[src/rtl/byte_group_reader_pkg.sv]
// Shared widths and helpers for the byte group read path.
// idx_w() sizes the in-group position field (never narrower than 1 bit).
package byte_group_pkg;

    localparam int DATA_W_DEF = 8;
    localparam int GRP_CNT_W  = 16;

    function automatic int idx_w(input int groupsize);
        return (groupsize <= 2) ? 1 : $clog2(groupsize);
    endfunction

endpackage

[src/rtl/byte_group_reader_skid_buffer.sv]
// Purpose: 2-entry (main + skid) valid/ready buffer between the byte register stage and the consumer.
// Latency: 1 cycle from input transfer to out_dat when main is empty or drains in the same cycle.
// Backpressure: in_rdy is registered as ~skid_full, so it never depends combinationally on out_rdy.
module skid_buffer
    import byte_group_pkg::*;
#(
    parameter int DATA_W = DATA_W_DEF
) (
    input  logic              clk,
    input  logic              reset,
    input  logic [DATA_W-1:0] in_dat,
    input  logic              in_vld,
    output logic              in_rdy,
    output logic [DATA_W-1:0] out_dat,
    output logic              out_vld,
    input  logic              out_rdy,
    output logic              out_xfer
);

    logic              main_vld_q, main_vld_d;
    logic [DATA_W-1:0] main_dat_q, main_dat_d;
    logic              skid_vld_q, skid_vld_d;
    logic [DATA_W-1:0] skid_dat_q, skid_dat_d;
    logic              in_rdy_q, in_rdy_d;
    logic              in_xfer;

    assign in_xfer  = in_vld & in_rdy_q;
    assign out_xfer = main_vld_q & out_rdy;

    always_comb begin
        main_vld_d = main_vld_q;
        main_dat_d = main_dat_q;
        skid_vld_d = skid_vld_q;
        skid_dat_d = skid_dat_q;

        if (out_xfer) begin
            if (skid_vld_q) begin
                main_dat_d = skid_dat_q;
                skid_vld_d = 1'b0;
            end else begin
                main_vld_d = 1'b0;
            end
        end

        // New beat goes to main whenever main is (or is about to be) free; otherwise it parks in skid.
        if (in_xfer) begin
            if (!main_vld_d) begin
                main_vld_d = 1'b1;
                main_dat_d = in_dat;
            end else begin
                skid_vld_d = 1'b1;
                skid_dat_d = in_dat;
            end
        end

        in_rdy_d = ~skid_vld_d;
    end

    always_ff @(posedge clk) begin
        if (reset) begin
            main_vld_q <= 1'b0;
            main_dat_q <= '0;
            skid_vld_q <= 1'b0;
            skid_dat_q <= '0;
            in_rdy_q   <= 1'b0;
        end else begin
            main_vld_q <= main_vld_d;
            main_dat_q <= main_dat_d;
            skid_vld_q <= skid_vld_d;
            skid_dat_q <= skid_dat_d;
            in_rdy_q   <= in_rdy_d;
        end
    end

    assign in_rdy  = in_rdy_q;
    assign out_dat = main_dat_q;
    assign out_vld = main_vld_q;

endmodule

[src/rtl/byte_group_reader.sv]
// Purpose: drains bytes through a skid buffer, tags each with its group position/last flag, counts groups (GROUP_PARITY_EN adds group XOR).
// Latency: 1 cycle in to out at full rate (1 beat/cycle with out_ready high).
// Backpressure: registered in_ready drops once the skid entry fills; outputs hold while out_valid & ~out_ready.
module byte_group_reader
    import byte_group_pkg::*;
#(
    parameter  int DATA_W    = DATA_W_DEF,
    parameter  int GROUPSIZE = 8,
    localparam int IDX_W     = idx_w(GROUPSIZE)
) (
    input  logic                 clk,
    input  logic                 reset,
    input  logic [DATA_W-1:0]    in_data,
    input  logic                 in_valid,
    output logic                 in_ready,
    output logic [DATA_W-1:0]    out_data,
    output logic                 out_valid,
    input  logic                 out_ready,
    output logic                 out_last,
    output logic [IDX_W-1:0]     out_index,
    output logic [GRP_CNT_W-1:0] group_count
`ifdef GROUP_PARITY_EN
    ,
    output logic [DATA_W-1:0]    out_parity
`endif
);

    localparam logic [IDX_W-1:0] LAST_IDX = IDX_W'(GROUPSIZE - 1);

    logic                 out_xfer;
    logic                 at_last;
    logic [IDX_W-1:0]     idx_q, idx_d;
    logic [GRP_CNT_W-1:0] cnt_q, cnt_d;

    skid_buffer #(
        .DATA_W (DATA_W)
    ) u_skid (
        .clk      (clk),
        .reset    (reset),
        .in_dat   (in_data),
        .in_vld   (in_valid),
        .in_rdy   (in_ready),
        .out_dat  (out_data),
        .out_vld  (out_valid),
        .out_rdy  (out_ready),
        .out_xfer (out_xfer)
    );

    assign at_last = (idx_q == LAST_IDX);

    always_comb begin
        idx_d = idx_q;
        cnt_d = cnt_q;
        if (out_xfer) begin
            if (at_last) begin
                idx_d = '0;
                cnt_d = cnt_q + 1'b1;
            end else begin
                idx_d = idx_q + 1'b1;
            end
        end
    end

    always_ff @(posedge clk) begin
        if (reset) begin
            idx_q <= '0;
            cnt_q <= '0;
        end else begin
            idx_q <= idx_d;
            cnt_q <= cnt_d;
        end
    end

    assign out_last    = out_valid & at_last;
    assign out_index   = idx_q;
    assign group_count = cnt_q;

`ifdef GROUP_PARITY_EN
    // Accumulator excludes the beat on the bus, so the last beat is folded in combinationally.
    logic [DATA_W-1:0] acc_q, acc_d;

    always_comb begin
        acc_d = acc_q;
        if (out_xfer) begin
            acc_d = at_last ? '0 : (acc_q ^ out_data);
        end
    end

    always_ff @(posedge clk) begin
        if (reset) begin
            acc_q <= '0;
        end else begin
            acc_q <= acc_d;
        end
    end

    assign out_parity = out_last ? (acc_q ^ out_data) : '0;
`endif

endmodule
[config.mk]
export PLATFORM = sky130hd
export DESIGN_NAME = byte_group_reader
export DESIGN_NICKNAME = d
export VERILOG_FILES = /design/src/rtl/byte_group_reader_pkg.sv /design/src/rtl/byte_group_reader_skid_buffer.sv /design/src/rtl/byte_group_reader.sv
export SDC_FILE = /design/constraint.sdc
export NUM_CORES = 1
export LEC_CHECK = 0
export CORE_AREA = 2 2 65 67
export CTS_CLUSTER_DIAMETER = 80
export DETAILED_ROUTE_END_ITERATION = 12
export DIE_AREA = 0 0 67 69
export PLACE_DENSITY = 0.75
export SLEW_MARGIN = 20
export SYNTH_ARGS = -nofsm -noshare
export SYNTH_HDL_FRONTEND = slang
export SYNTH_SLANG_ARGS = --single-unit
[constraint.sdc]
create_clock -name clk -period 1.8 [get_ports clk]
set_input_delay 0.18 -clock clk [delete_from_list [all_inputs] [get_ports clk]]
set_output_delay 0.18 -clock clk [all_outputs]
set_load 0.02 [all_outputs]
Yosys cells after proc, flatten, opt, wreduce, memory -nomap -nowiden
Cells that the tools add are included.
{"block": "word_totals", "ff_bits": 38, "inputBits": 12, "out_inout_bits": 30, "wordCells": 27}
{"block": "classes", "add_sub_neg": 2, "eq_ne": 1, "muxes": 11, "bitwise_logic": 4, "reduce_logical": 2}
{"operator": "2-to-1 mux 8 bit", "n": 4}
{"operator": "adder 16 x 1 -> 16 bit, second input constant", "n": 1}
{"operator": "2-to-1 mux 1 bit", "n": 6}
{"operator": "AND reduction 2 bit", "n": 2}
{"operator": "adder 3 x 1 -> 3 bit, second input constant", "n": 1}
{"operator": "bitwise AND 1 bit", "n": 3}
{"operator": "equality test 3 bit, second input constant", "n": 1}
{"operator": "2-to-1 mux 3 bit", "n": 1}
{"operator": "NOT 1 bit", "n": 1}

Longest topological paths before layout
{"block": "depth", "word_depth": 5, "depth_mapped": 7, "depth_no_buf": 6}

Cells and area by module
Synthesis repeated with hierarchy kept, for this count alone.
{"block": "hier_totals", "cells_unflattened": 201, "area_unflattened_um2": 1823.0}
{"module": "skid_buffer", "n_inst": 1, "cells_each": 102, "area_each_um2": 934.6, "seq_area_each_um2": 380.4}
{"module": "byte_group_reader", "n_inst": 1, "cells_each": 99, "area_each_um2": 888.4, "seq_area_each_um2": 380.4}

Least setup slack after synthesis
OpenSTA, ideal clock, no wires.
{"block": "synth_timing", "path_kind": "register -> register", "startpoint": "register idx_q[0], in the netlist out_index[0]", "endpoint": "register cnt_q[10], in the netlist group_count[10]", "t_arrival_ns": 1.766, "path_slack_ns": -0.036, "stages_incl_launch_ff": 8, "path_cell_list": "dfxtp_1 -> ha_1 -> ha_1 -> and4_1 -> buf_2 -> nand3_1 -> or3_1 -> a21oi_1"}
{"block": "synth_between", "elab_chain_cells": 2}
{"element": "start, declared", "line": "byte_group_reader.sv:32", "rtl": "logic [IDX_W-1:0] idx_q, idx_d;"}
{"element": "start signal, assigned", "line": "byte_group_reader.sv:69", "rtl": "idx_q <= idx_d;"}
{"element": "equality test 3 bit", "line": "byte_group_reader.sv:49", "rtl": "assign at_last = (idx_q == LAST_IDX);"}
{"element": "AND reduction 2 bit (no source line)"}
{"element": "end signal, assigned", "line": "byte_group_reader.sv:70", "rtl": "cnt_q <= cnt_d;"}
{"element": "end, declared", "line": "byte_group_reader.sv:33", "rtl": "logic [GRP_CNT_W-1:0] cnt_q, cnt_d;"}
Every way passes these cells.
A chain may end at the register's enable or synchronous reset.

Worst setup path after layout
{"block": "layout_timing", "startpoint": "register idx_q[0], in the netlist out_index[0]", "endpoint": "output port out_last"}
{"block": "layout_between", "elab_chain_cells": 2}
{"element": "equality test 3 bit", "line": "byte_group_reader.sv:49"}
{"element": "bitwise AND 1 bit", "line": "byte_group_reader.sv:74", "rtl": "assign out_last = out_valid & at_last;"}
{"element": "end, declared", "line": "byte_group_reader.sv:19", "rtl": "output logic out_last,"}
Every way passes these cells.

==> impl_metrics.csv <==
group,metric,value,unit
status,status,"completed",
detailed_routing,dr.first_iter.drc_count,42,
yosys,synth_xor_area_frac,0.0427,
timing,whs,0.482,ns
final_layout,syn2layout_area_growth,36.0,%
power,vdd_drop_max,0.487,mV
yosys,avgSynthCellArea,9.39,µm²
clock_network,cts_setup_buffers,0,
yosys,synth_cell_types,33,
timing,clock.fmax,595,MHz
yosys,synth_top_family_by_area,"simple AND/OR/NAND/NOR gates",
critical_path,regToRegSetupSlack,0.13,ns
power,intPower,1240,µW
min_path,hold_path.class,"register to register",
detailed_routing,antenna_left,0,
power,p_seq_frac,0.539,
global_routing,overflow,0,
critical_path,crit_fanout,5,
clock_network,root_buffer,"clkbuf_8",
yosys,post-synth-top-count-cell,"dfxtp_1",
yosys,synth.largest_area_cell,"dfxtp_1",
timing,hold_viol,0,
yosys,synth-edff-count,0,
yosys,synth.area.top_cells,"dfxtp_1 (46%), mux2i_1 (10%), nor2_1 (6.4%)",
floorplanning,core,3910,µm²
placement,place_area,2120,µm²
global_routing,grt_max_degree,39,
floorplanning,boundaryPins,42,
yosys,synth_top_area_share,0.463,
timing,drv_slew,0,
global_routing,antenna_found_initial,0,
power,p_per_area,726,nW/µm²
clock_network,holdBufCountCts,0,
timing,period_minus_slack,1.68,ns
clock_network,cts_num_sinks,38,
yosys,synth_seq_cells,38,
yosys,syn_inst,175,
yosys,synth_compound_area_frac,0.105,
clock_network,clk_latency,0.29,ns
floorplanning,die-area,4620,µm²
final_layout,stdcell_area,2230,µm²
placement,place.gp.congestion,0.710,
yosys,synth_common_cells,"dfxtp_1 (38), nor2_1 (28), mux2i_1 (17), a21oi_1 (12), nand3_1 (9)",
detailed_routing,route.detailed.drc,0,
timing,slew_headroom,0.749,
critical_path,critical_path_required,1.62,ns
yosys,synth_mux_area_frac,0.104,
clock_network,path_clk_slew,0.07,ns
power,power.share.combinational,0.090,
yosys,syn_area,1640,µm²
critical_path,arrival,1.50,ns
detailed_routing,wl_per_cell,11.9,µm
clock_network,htree_levels,2,
global_routing,grt_pass1_vias,1331,
yosys,yosys_warnings,0,
final_layout,num-nets-final,237,
critical_path,end_kind,"output port",
detailed_routing,via_per_inst,5.21,
placement,dp_hpwl,2330,µm
critical_path,cp_top_family,"adder cells",
power,total_power,1620,µW
critical_path,cp-start-kind,"register",
floorplanning,start_util,0.420,
critical_path,max_stage_delay,0.34,ns
placement,place_ws,-0.00990,ns
power,p_sw_frac,0.235,
critical_path,worst-path-buf-inv,1,
critical_path,crit_slowest_cell,"dfxtp_2",
yosys,synth-simple-area-share,0.225,
timing,setup_viol,0,
clock_network,cts_tree,"done",
final_layout,num_antenna_cells,0,
run,maxCapViolCount,0,
power,clkPwrFrac,0.371,
critical_path,critical_path_class,"register to output port",
global_routing,grt_first_pass_wirelength,5650,µm
timing,post-route-worst-setup-slack,0.118,ns
timing,fin_skew,0.00508,ns
power,p_sw,381,µW
detailed_routing,drtPass1Iterations,4,
yosys,synthAdderAreaFrac,0.0228,
detailed_routing,via_count,1423,
floorplanning,row_count,23,
floorplanning,die_w,67,µm
clock_network,cts_buffers,5,
detailed_routing,routed_wl,3250,µm
yosys,syn-num-nets,190,
final_layout,drive_gt1_frac,0.117,
timing,tightest_slew,0.377,ns
yosys,synthArstFlopShare,0,
global_routing,track_usage,0.157,
yosys,synthFlopType,"dfxtp_1",
placement,portBuffers,41,
timing,min_period_over_period,0.934,
clock_network,clock_path_buffers,2,
floorplanning,die_h,69,µm
timing,rsz0062_at_grt,"false",
power,leakagePower,0.000928,µW
yosys,seq_area_frac_synth,0.463,
critical_path,crit_path_cell_trace,"ha_1 > ha_2 > and2_1 > dlygate4sd2_1",
-- cells in the final DEF (no fill, tap or decap), drive strengths merged, types with 2 or more instances in the layout --
cell           netlist  layout
clkdlybuf4s50        0      40
dfxtp               38      38
nor2                28      28
mux2i               17      17
a21oi               12      12
o21ai                9       9
nand3                9       9
a211oi               8       8
buf                  5       8
nand2                7       7
or3                  7       7
xor2                 6       6
clkbuf               4       6
nand4                4       4
and2                 3       3
and4                 3       3
ha                   3       3
xnor2                2       2
nor2b                2       2
and3                 2       2
-- registers in the layout, indices dropped and copies added (netlist names) --
register and count:
group_count 16, out_index 3, u_skid.in_rdy 1, u_skid.out_dat 8
u_skid.out_vld 1, u_skid.skid_dat_q 8, u_skid.skid_vld_q 1
-- worst paths after layout --
check	endpoint	from	cells after the start
setup / recovery	out_last	out_index[0]$_SDFFE_PP0P_	4
hold / removal	out_index[2]$_SDFFE_PP0P_	out_index[2]$_SDFFE_PP0P_	2
setup reg to reg	group_count[12]$_SDFFE_PP0P_	out_index[0]$_SDFFE_PP0P_	6
hold reg to reg	out_index[2]$_SDFFE_PP0P_	out_index[2]$_SDFFE_PP0P_	2
-- per-stage QoR --
step / instances / setup TNS [ns] / util
final: 273 / 0 / 0.571
after global routing: 273 / 0 / 0.571
after CTS: 273 / 0 / 0.566
after detailed placement: 265 / -0.0127 / 0.542
after global placement: 265 / 0 / 0.542
after floorplan: 175 / 0 / -
-- worst min-delay path, cell delays in order (launching register included) --
cell and delay, ns:
dfxtp_1 0.33, nand2_1 0.06, a21oi_1 0.05
-- kinds of logic (layout without fill, tap and decap cells) --
| family | count (synthesis) | count (layout) |
|---|---|---|
| simple gates | 69 | 69 |
| flops | 38 | 38 |
| compound gates | 30 | 30 |
| mux | 17 | 17 |
| buf+inv | 10 | 58 |
| xor+xnor | 8 | 8 |
| fa+ha+maj | 3 | 3 |
-- what timing repair did --
item / 4_1_cts / 5_1_grt
setup endpoints to repair: 1 / 8
hold endpoints to repair: 0 / 0
resized for setup: 1 / 5
cloned: 0 / 0
-- power groups by stage --
stage | Clock [µW] | Combinational, µW | Sequential (µW)
final | 602 | 147 | 875
after global routing | 656 | 159 | 877
after CTS | 622 | 148 | 875
after detailed placement | 0 | 147 | 894
after global placement | 0 | 145 | 895
after floorplan | 0 | 56.5 | 912
-- per-layer routing --
layer,part of all wire,global-route usage,vias to the layer above
met5,0,0,-
met2,0.47,0.262,35
met3,0.061,0.0620,6
met1,0.45,0.176,669
li1,-,-,713
met4,0.012,0.0612,0
-- area by class of cell --
class,count,area (µm²)
clock buffer,6,82.6
clock inverter,2,12.5
fill,386,1680
inverter,1,3.75
multi-input combinational,127,841
sequential,38,763
tap,50,62.6
timing repair buffer,49,469
No activity file was read; power rests on OpenSTA's default activity.
